## src/rtl/vec_mem_sequencer.sv

```systemverilog
// vec_mem_sequencer: MEM-stage sequencer turning scalar/16-element vector
// loads and stores into one-element-per-cycle RAM accesses.
// Optional stall-cycle counter: define VMS_STALL_COUNT_EN to build it.
module vec_mem_sequencer (
    input  logic              clk,
    input  logic              rst,
    input  logic              req_valid,
    input  logic              req_write,
    input  logic              req_vector,
    input  logic [18:0]       base_addr,
    input  logic [4:0]        rd_in,
    input  logic [15:0][15:0] wr_data,
    output logic              req_ready,
    output logic [18:0]       mem_addr,
    output logic [15:0]       mem_wdata,
    output logic              mem_wren,
    input  logic [15:0]       mem_rdata,
    output logic              stall,
    output logic              done,
    output logic [4:0]        rd_out,
    output logic [15:0][15:0] rd_data,
    output logic [18:0]       stall_cycles
);

    typedef enum logic [1:0] {
        IDLE   = 2'd0,
        ACCESS = 2'd1,
        DRAIN  = 2'd2,
        DONE   = 2'd3
    } state_t;

    state_t            state;
    logic              lat_write;
    logic              lat_vector;
    logic [18:0]       lat_base;
    logic [15:0][15:0] lat_wdata;
    logic [3:0]        idx;

    logic [3:0]        last_idx;
    logic              at_last;
    logic [3:0]        idx_next;
    logic [3:0]        idx_prev;
    logic [18:0]       addr_next;

    // Element bookkeeping derived from the latched request.
    assign last_idx  = lat_vector ? 4'd15 : 4'd0;
    assign at_last   = (idx == last_idx);
    assign idx_next  = idx + 4'd1;
    assign idx_prev  = idx - 4'd1;
    assign addr_next = lat_base + {15'd0, idx_next};

    // Handshake and pipeline freeze follow the state directly.
    assign req_ready = (state == IDLE);
    assign stall     = ((state == IDLE) && req_valid)
                     || (state == ACCESS)
                     || (state == DRAIN);

    // Sequencer FSM with registered RAM-side and result outputs.
    always_ff @(posedge clk) begin
        if (rst) begin
            state      <= IDLE;
            idx        <= 4'd0;
            lat_write  <= 1'b0;
            lat_vector <= 1'b0;
            lat_base   <= '0;
            lat_wdata  <= '0;
            mem_addr   <= '0;
            mem_wdata  <= '0;
            mem_wren   <= 1'b0;
            done       <= 1'b0;
            rd_out     <= '0;
            rd_data    <= '0;
        end else begin
            done <= 1'b0;
            unique case (state)
                IDLE: begin
                    if (req_valid) begin
                        lat_write  <= req_write;
                        lat_vector <= req_vector;
                        lat_base   <= base_addr;
                        lat_wdata  <= wr_data;
                        idx        <= 4'd0;
                        mem_addr   <= base_addr;
                        mem_wren   <= req_write;
                        mem_wdata  <= wr_data[0];
                        if (!req_write) begin
                            rd_out  <= rd_in;
                            rd_data <= '0;
                        end
                        state <= ACCESS;
                    end
                end
                ACCESS: begin
                    // Read data for the previous element arrives now.
                    if (!lat_write && (idx != 4'd0)) begin
                        rd_data[idx_prev] <= mem_rdata;
                    end
                    if (at_last) begin
                        mem_wren  <= 1'b0;
                        mem_wdata <= '0;
                        if (lat_write) begin
                            state <= DONE;
                            done  <= 1'b1;
                        end else begin
                            state <= DRAIN;
                        end
                    end else begin
                        idx       <= idx_next;
                        mem_addr  <= addr_next;
                        mem_wdata <= lat_wdata[idx_next];
                    end
                end
                DRAIN: begin
                    rd_data[last_idx] <= mem_rdata;
                    state <= DONE;
                    done  <= 1'b1;
                end
                DONE: begin
                    state <= IDLE;
                end
                default: begin
                    state <= IDLE;
                end
            endcase
        end
    end

`ifdef VMS_STALL_COUNT_EN
    // Saturating count of clock edges spent with the pipeline frozen.
    always_ff @(posedge clk) begin
        if (rst) begin
            stall_cycles <= '0;
        end else if (stall && (stall_cycles != '1)) begin
            stall_cycles <= stall_cycles + 19'd1;
        end
    end
`else
    assign stall_cycles = '0;
`endif

endmodule
```

## config.mk

```make
export PLATFORM = sky130hd
export DESIGN_NAME = vec_mem_sequencer
export DESIGN_NICKNAME = d
export VERILOG_FILES = /design/src/rtl/vec_mem_sequencer.sv
export SDC_FILE = /design/constraint.sdc
export NUM_CORES = 1
export LEC_CHECK = 0
export BUFFER_PORTS_ARGS = -buffer_cell sky130_fd_sc_hd__clkbuf_2
export CELL_PAD_IN_SITES_DETAIL_PLACEMENT = 0
export CELL_PAD_IN_SITES_GLOBAL_PLACEMENT = 1
export CORE_MARGIN = 2
export CORE_UTILIZATION = 37
export CTS_BUF_LIST = sky130_fd_sc_hd__clkbuf_2
export DETAILED_ROUTE_END_ITERATION = 16
export GPL_TIMING_DRIVEN = 0
export PLACE_DENSITY = 0.78
export RECOVER_POWER = 25
export SLEW_MARGIN = 20
export SYNTH_ARGS = -nofsm -noshare
export SYNTH_HDL_FRONTEND = slang
export SYNTH_SLANG_ARGS = --single-unit
```

## constraint.sdc

```tcl
create_clock -name clk -period 3.9 [get_ports clk]
set_clock_uncertainty 0.2 [all_clocks]
set_input_delay 0.78 -clock clk [delete_from_list [all_inputs] [get_ports clk]]
set_output_delay 0.78 -clock clk [all_outputs]
set_load 0.02 [all_outputs]
```

==> results of run 1 <==
routing by layer:
layer,track usage [%],vias up
li1,-,11500
met2,55.5,1409
met1,34.7,12400
met3,9.62,377
met5,0,-
met4,18.5,8
cells by family after synthesis:
| kind of cell | synth area share [%] |
|---|---|
| muxes | 7.17 |
| xor gates and xnor gates | 0.688 |
| adders and majority gates | 0.852 |
| other | 0.0164 |
| DFF | 50.8 |
| AOI/OAI and AO/OA | 22.5 |
| and+or+nand+nor | 13.1 |
| buffers and inverters | 4.88 |
path summary, 6_finish.rpt:
path	start	end	slack (ns)	depth (start not counted)
setup / recovery	state[0]	stall	0.22	6
hold / removal	wr_data[230]	lat_wdata[230]	0.17	4
setup reg to reg	state[0]	rd_out[2]	0.26	10
hold reg to reg	lat_wdata[242]	lat_wdata[242]	0.26	2
power by group:
part | leakage (nW) | internal (mW) | total (mW) | switching (mW)
sequential | 4.73 | 6.46 | 6.81 | 0.347
combinational | 7.76 | 1.66 | 4.68 | 3.02
clock | 1.05 | 1.84 | 4.43 | 2.60
total | 13.5 | 9.95 | 15.9 | 5.96
placed cells by master, fill, tap and decap left out, drive strengths merged, types with 11 or more instances in the layout:
cell         Yosys  routed
o2bb2ai         32      32
inv             13      14
diode            0      12
dfxtp          581     581
ha              14      14
dlygate4sd3      0     572
xnor2           12      12
nand3           11      11
o221ai          16      16
nor2            31      31
a32o           198     198
nor3            36      36
a22oi           53      53
conb             1      19
clkbuf         170     990
mux2i           20      20
a21o            21      21
a21oi          343     343
buf             76      80
clkinv           1      27
mux4            64      64
o21ai           30      30
nand2          637     637
per-stage QoR:
step	TNS [ns]	util (%)	std cells
2_1_floorplan	0	-	2452
3_3_place_gp	-159.98	43.8	3841
3_5_place_dp	-193.74	43.8	3841
4_1_cts	0	55.9	4674
5_1_grt	0	55.6	4681
6_report	0	55.6	4684
state kept, by name (all words and copies together), names as in the netlist:
| name | cells |
|---|---|
| state | 2 |
| mem_wren | 1 |
| lat_write | 1 |
| lat_base | 19 |
| lat_vector | 1 |
| rd_data | 256 |
| idx | 4 |
| lat_wdata | 256 |
| done | 1 |
| mem_wdata | 16 |
| rd_out | 5 |
| mem_addr | 19 |
repair_timing:
action	in CTS	in global routing
buffers inserted	8	0
hold buffers	572	0
gates resized for setup	63	9
hold endpoints to repair	428	0
setup endpoints to repair	290	205
cloned	0	0
pin swaps	5	0
worst min-delay path: stages:
cell	delay, ns
dlygate4sd3_1	0.53
clkbuf_2	0.10
nand2_1	0.09
a21oi_1	0.07
layout make-up:
cell class,count,share of cell area [%]
Buffer,242,3.36
Tap cell,790,2.89
Sequential cell,581,34.0
Inverter,14,0.165
Timing Repair Buffer,1179,25.1
Antenna cell,12,0.0878
Clock buffer,221,3.23
Clock inverter,34,0.834
Multi-Input combinational cell,1611,30.3
==> results.cfg, run 1 <==
[outcome]
status = complete, no violations

[route]
wl_met3_um = 9420
drtPass1Iterations = 6
wire_per_inst_um = 22.6
drc_errors = 0
highest_layer = met5
drt-vias-per-instance = 5.49
dr_total_vias = 25700
postRouteAntennaNets = 0
drt-initial-drc-count = 1883
met2WireLength_um = 51800
routed_wl_um = 106000
met1Wirelength_um = 38500

[synthesis]
synth_most_common_cell = nand2_1
yosys.area.top_type = dfxtp_1
async_flop_share_pct = 0
yosys.area.top_type_share_pct = 50.8
syn_avg_cell_area_um2 = 9.41
syn_inst = 2434
syn_area_um2 = 22900
seq_area_frac_synth_pct = 50.8
synth_cell_types = 59
synth_edf_count = 0
synth_area_leaders = dfxtp_1 (51%), nand2_1 (10%), a32o_1 (8.7%)
dominantRegCellSynth = dfxtp_1
synthTopCellsByCount = nand2_1 (637), dfxtp_1 (581), a21oi_1 (338)
yosysWarnings = 0
synth-seq-cells = 581

[global_route]
grt_max_degree = 19
antenna_found_initial = 14
grt_pass1_wl_um = 154000
grt_pass1_vias = 26000
gr-total-overflow = 0
track_usage_pct = 32.0

[run]
maxCapViolCount = 0

[power_and_ir_drop]
pwr_density_cell_nw_per_um2 = 465
ir_worst_vdd_v = 0.000231
finalPower_mw = 15.9
power.leakage_nw = 13.5

[timing]
setup_ws_ns = 0.218
slew_viol_final = 0
max_freq_mhz = 272
hold_viol_final = 0
fin_crit_sh_pct = 94.4
finalSetupViolations = 0
slew_headroom_pct = 30.9
rsz0062_at_grt = no
hold_ws_ns = 0.174
worstMarginPinSlew_ns = 1.04
finalCriticalPeriod_ns = 3.68

[finish]
seq_area_um2 = 11600
area_delta_synth_final_pct = 49.3
final_area_um2 = 34200
n_fill_cell = 5473
drive_gt1_share_pct = 22.2
multi_input_area_um2 = 10400
layout.nets = 4096

[worst_setup_path]
worst-path-buf-inv = 3
cp.required_ns = 2.92
cp-start-kind = flop
path_cells = inv_1 > ha_1 > and2_1 > buf_12 > or3_4 > clkbuf_8
slowest_delay_ns = 0.39
crit_slowest_cell = dfxtp_4
endpoint_kind = primary output
cp_max_fo = 5
cpLargestDelayFamily = simple AND/OR/NAND/NOR gates
critical_path_class = flop to primary output
cp.arrival_ns = 2.70

[clocking]
cts_root_buf = clkbuf_2
path_clk_slew_ns = 0.09
clk-insertion-delay-late_ns = 1.32
cts_tree = yes
cts_buffers = 151
cts_max_path_buffers = 3
htreeDepth = 4
cts_sinks = 581

[die]
start_util_pct = 37.3
core_area_um2 = 61500
die_h_um = 253
rows = 91
ios = 620
dieArea_um2 = 63900
die_w_um = 253

[placed_design]
dp_slack_ns = -1.11
place.gp.congestion = 0.930
dp_hpwl_um = 72800
dpl-instance-area_um2 = 27000
port_buffers = 599

[worst_hold_path]
hold_path.class = input port to flop
No activity file was read; power rests on OpenSTA's default activity.
==> run 2, diff against run 1 <==
==> constraint.sdc (replaced) <==
create_clock -name clk -period 3.9 [get_ports clk]
set_clock_uncertainty 0.2 [all_clocks]
set_input_delay 0.585 -clock clk [delete_from_list [all_inputs] [get_ports clk]]
set_output_delay 0.585 -clock clk [all_outputs]
set_load 0.02 [all_outputs]
==> run 2 against run 1 <==
Effect of this change: first-iteration DRC count grew 13%; die area unchanged; utilization is 1.3 points higher; clock-buffer cell count stayed put; final area up 2.3%; critical path type unchanged; largest cell class unchanged; highest routed layer unchanged.
==> results.cfg, run 2 (synthesized netlist as in run 1, its figures left out) <==
[outcome]
status = complete, no violations

[route]
drc_errors = 0
dr_total_vias = 26500
drt-vias-per-instance = 5.54
wire_per_inst_um = 22.8
routed_wl_um = 109000
postRouteAntennaNets = 0
drtPass1Iterations = 6
drt-initial-drc-count = 2133

[global_route]
gr-total-overflow = 0
grt_pass1_wl_um = 159000
grt_pass1_vias = 26800
grt_max_degree = 20
antenna_found_initial = 18
track_usage_pct = 33.0

[timing]
fin_setup_tns_ns = 0
fin_crit_sh_pct = 94.0
slew_headroom_pct = 30.6
rsz0062_at_grt = no
hold_viol_final = 0
slew_viol_final = 0
finalCriticalPeriod_ns = 3.67
finalSetupViolations = 0
worstMarginPinSlew_ns = 1.04
max_freq_mhz = 273

[run]
maxCapViolCount = 0

[clocking]
cts_root_buf = clkbuf_2
cts_buffers = 151
cts_sinks = 581
htreeDepth = 4
path_clk_slew_ns = 0.09
clk-insertion-delay-late_ns = 1.33
cts_tree = yes
cts_max_path_buffers = 3

[finish]
seq_area_um2 = 11600
fin_cells = 4776
reg.largest.list = lat_wdata (256), rd_data (256)
final_common_cell = dlygate4sd3_1
multi_input_area_um2 = 10300
final_area_um2 = 35000
layout_common_cells = dlygate4sd3_1 (658), clkbuf_2 (640), nand2_1 (637), dfxtp_1 (577), clkbuf_1 (344)
area_delta_synth_final_pct = 52.8
post-route-util_pct = 56.9
drive_gt1_share_pct = 21.0
n_fill_cell = 5372
layout.nets = 4181

[worst_setup_path]
rrSetupSlack_ns = 0.26
crit_slowest_cell = dfxtp_2
slowest_delay_ns = 0.38
cp.arrival_ns = 2.88
worst-path-buf-inv = 3
cp.required_ns = 3.12
path_cells = inv_1 > ha_2 > and2_1 > buf_4 > or3_1 > clkbuf_8
endpoint_kind = primary output
cp_max_fo = 19
cpLargestDelayFamily = simple AND/OR/NAND/NOR gates
cp-start-kind = flop
critical_path_class = flop to primary output

[placed_design]
port_buffers = 599
place.gp.congestion = 0.930
dpl-instance-area_um2 = 27000
dpl.cell_count = 3841
dp_hpwl_um = 72800

[power_and_ir_drop]
ir_worst_vdd_v = 0.000235
finalPower_mw = 16.1
pwr_density_cell_nw_per_um2 = 460
power.leakage_nw = 13.7

[die]
dieArea_um2 = 63900
ios = 620
die_h_um = 253
core_area_um2 = 61500
die_w_um = 253
rows = 91
start_util_pct = 37.3

[worst_hold_path]
hold_path.class = flop to flop
[run 2: final timing paths]
kind	from	to	cells past startpoint
setup / recovery	state[0]	stall	6
hold / removal	lat_wdata[242]	lat_wdata[242]	2
setup reg to reg	idx[0]	mem_wdata[9]	10
hold reg to reg	lat_wdata[242]	lat_wdata[242]	2
[run 2: final cells by class]
class / instances / share of cell area (%)
sequential: 581 / 33.2
multi-input combinational: 1611 / 29.6
timing repair buffer: 1264 / 26.9
buffer: 242 / 3.19
clock buffer: 221 / 3.16
tap: 790 / 2.82
clock inverter: 34 / 0.815
inverter: 14 / 0.161
antenna: 19 / 0.136
[run 2: layer usage]
layer | routed length, um | vias up | track usage (%) | part of all wire, %
met1 | 39300 | 12800 | 35.8 | 36
li1 | - | 11700 | - | -
met3 | 10100 | 436 | 10.2 | 9.3
met5 | 50 | - | 0 | 0.046
met2 | 52400 | 1540 | 56.4 | 48
met4 | 6850 | 8 | 20.3 | 6.3
[run 2: repair_timing]
| item | 4_1_cts | 5_1_grt |
|---|---|---|
| resized for setup | 53 | 10 |
| setup endpoints to repair | 290 | 205 |
| pin swaps | 3 | 1 |
| buffers inserted | 4 | 3 |
| hold buffers | 658 | 0 |
| endpoints found under the hold margin | 578 | 0 |
[run 2: power by group]
part | internal (mW) | switching (mW) | total [mW]
Sequential | 6.46 | 0.352 | 6.81
Combinational | 1.74 | 3.08 | 4.82
Clock | 1.84 | 2.62 | 4.46
Total | 10.0 | 6.05 | 16.1
[run 2: tightest hold or removal path: cells and delay by family, from the launching register on]
kind,cells,cell delay (ns)
AO/OA/AOI/OAI,1,0.05
AND/OR/NAND/NOR,1,0.05
flip-flops,1,0.32
[run 2: per-stage QoR]
step,hold WS [ns],worst slack (ns)
4_1_cts,0.0500,0.00491
2_1_floorplan,0.233,0.214
3_5_place_dp,0.246,-1.11
6_report,0.258,0.234
5_1_grt,0.175,0.0280
3_3_place_gp,0.239,-1.10
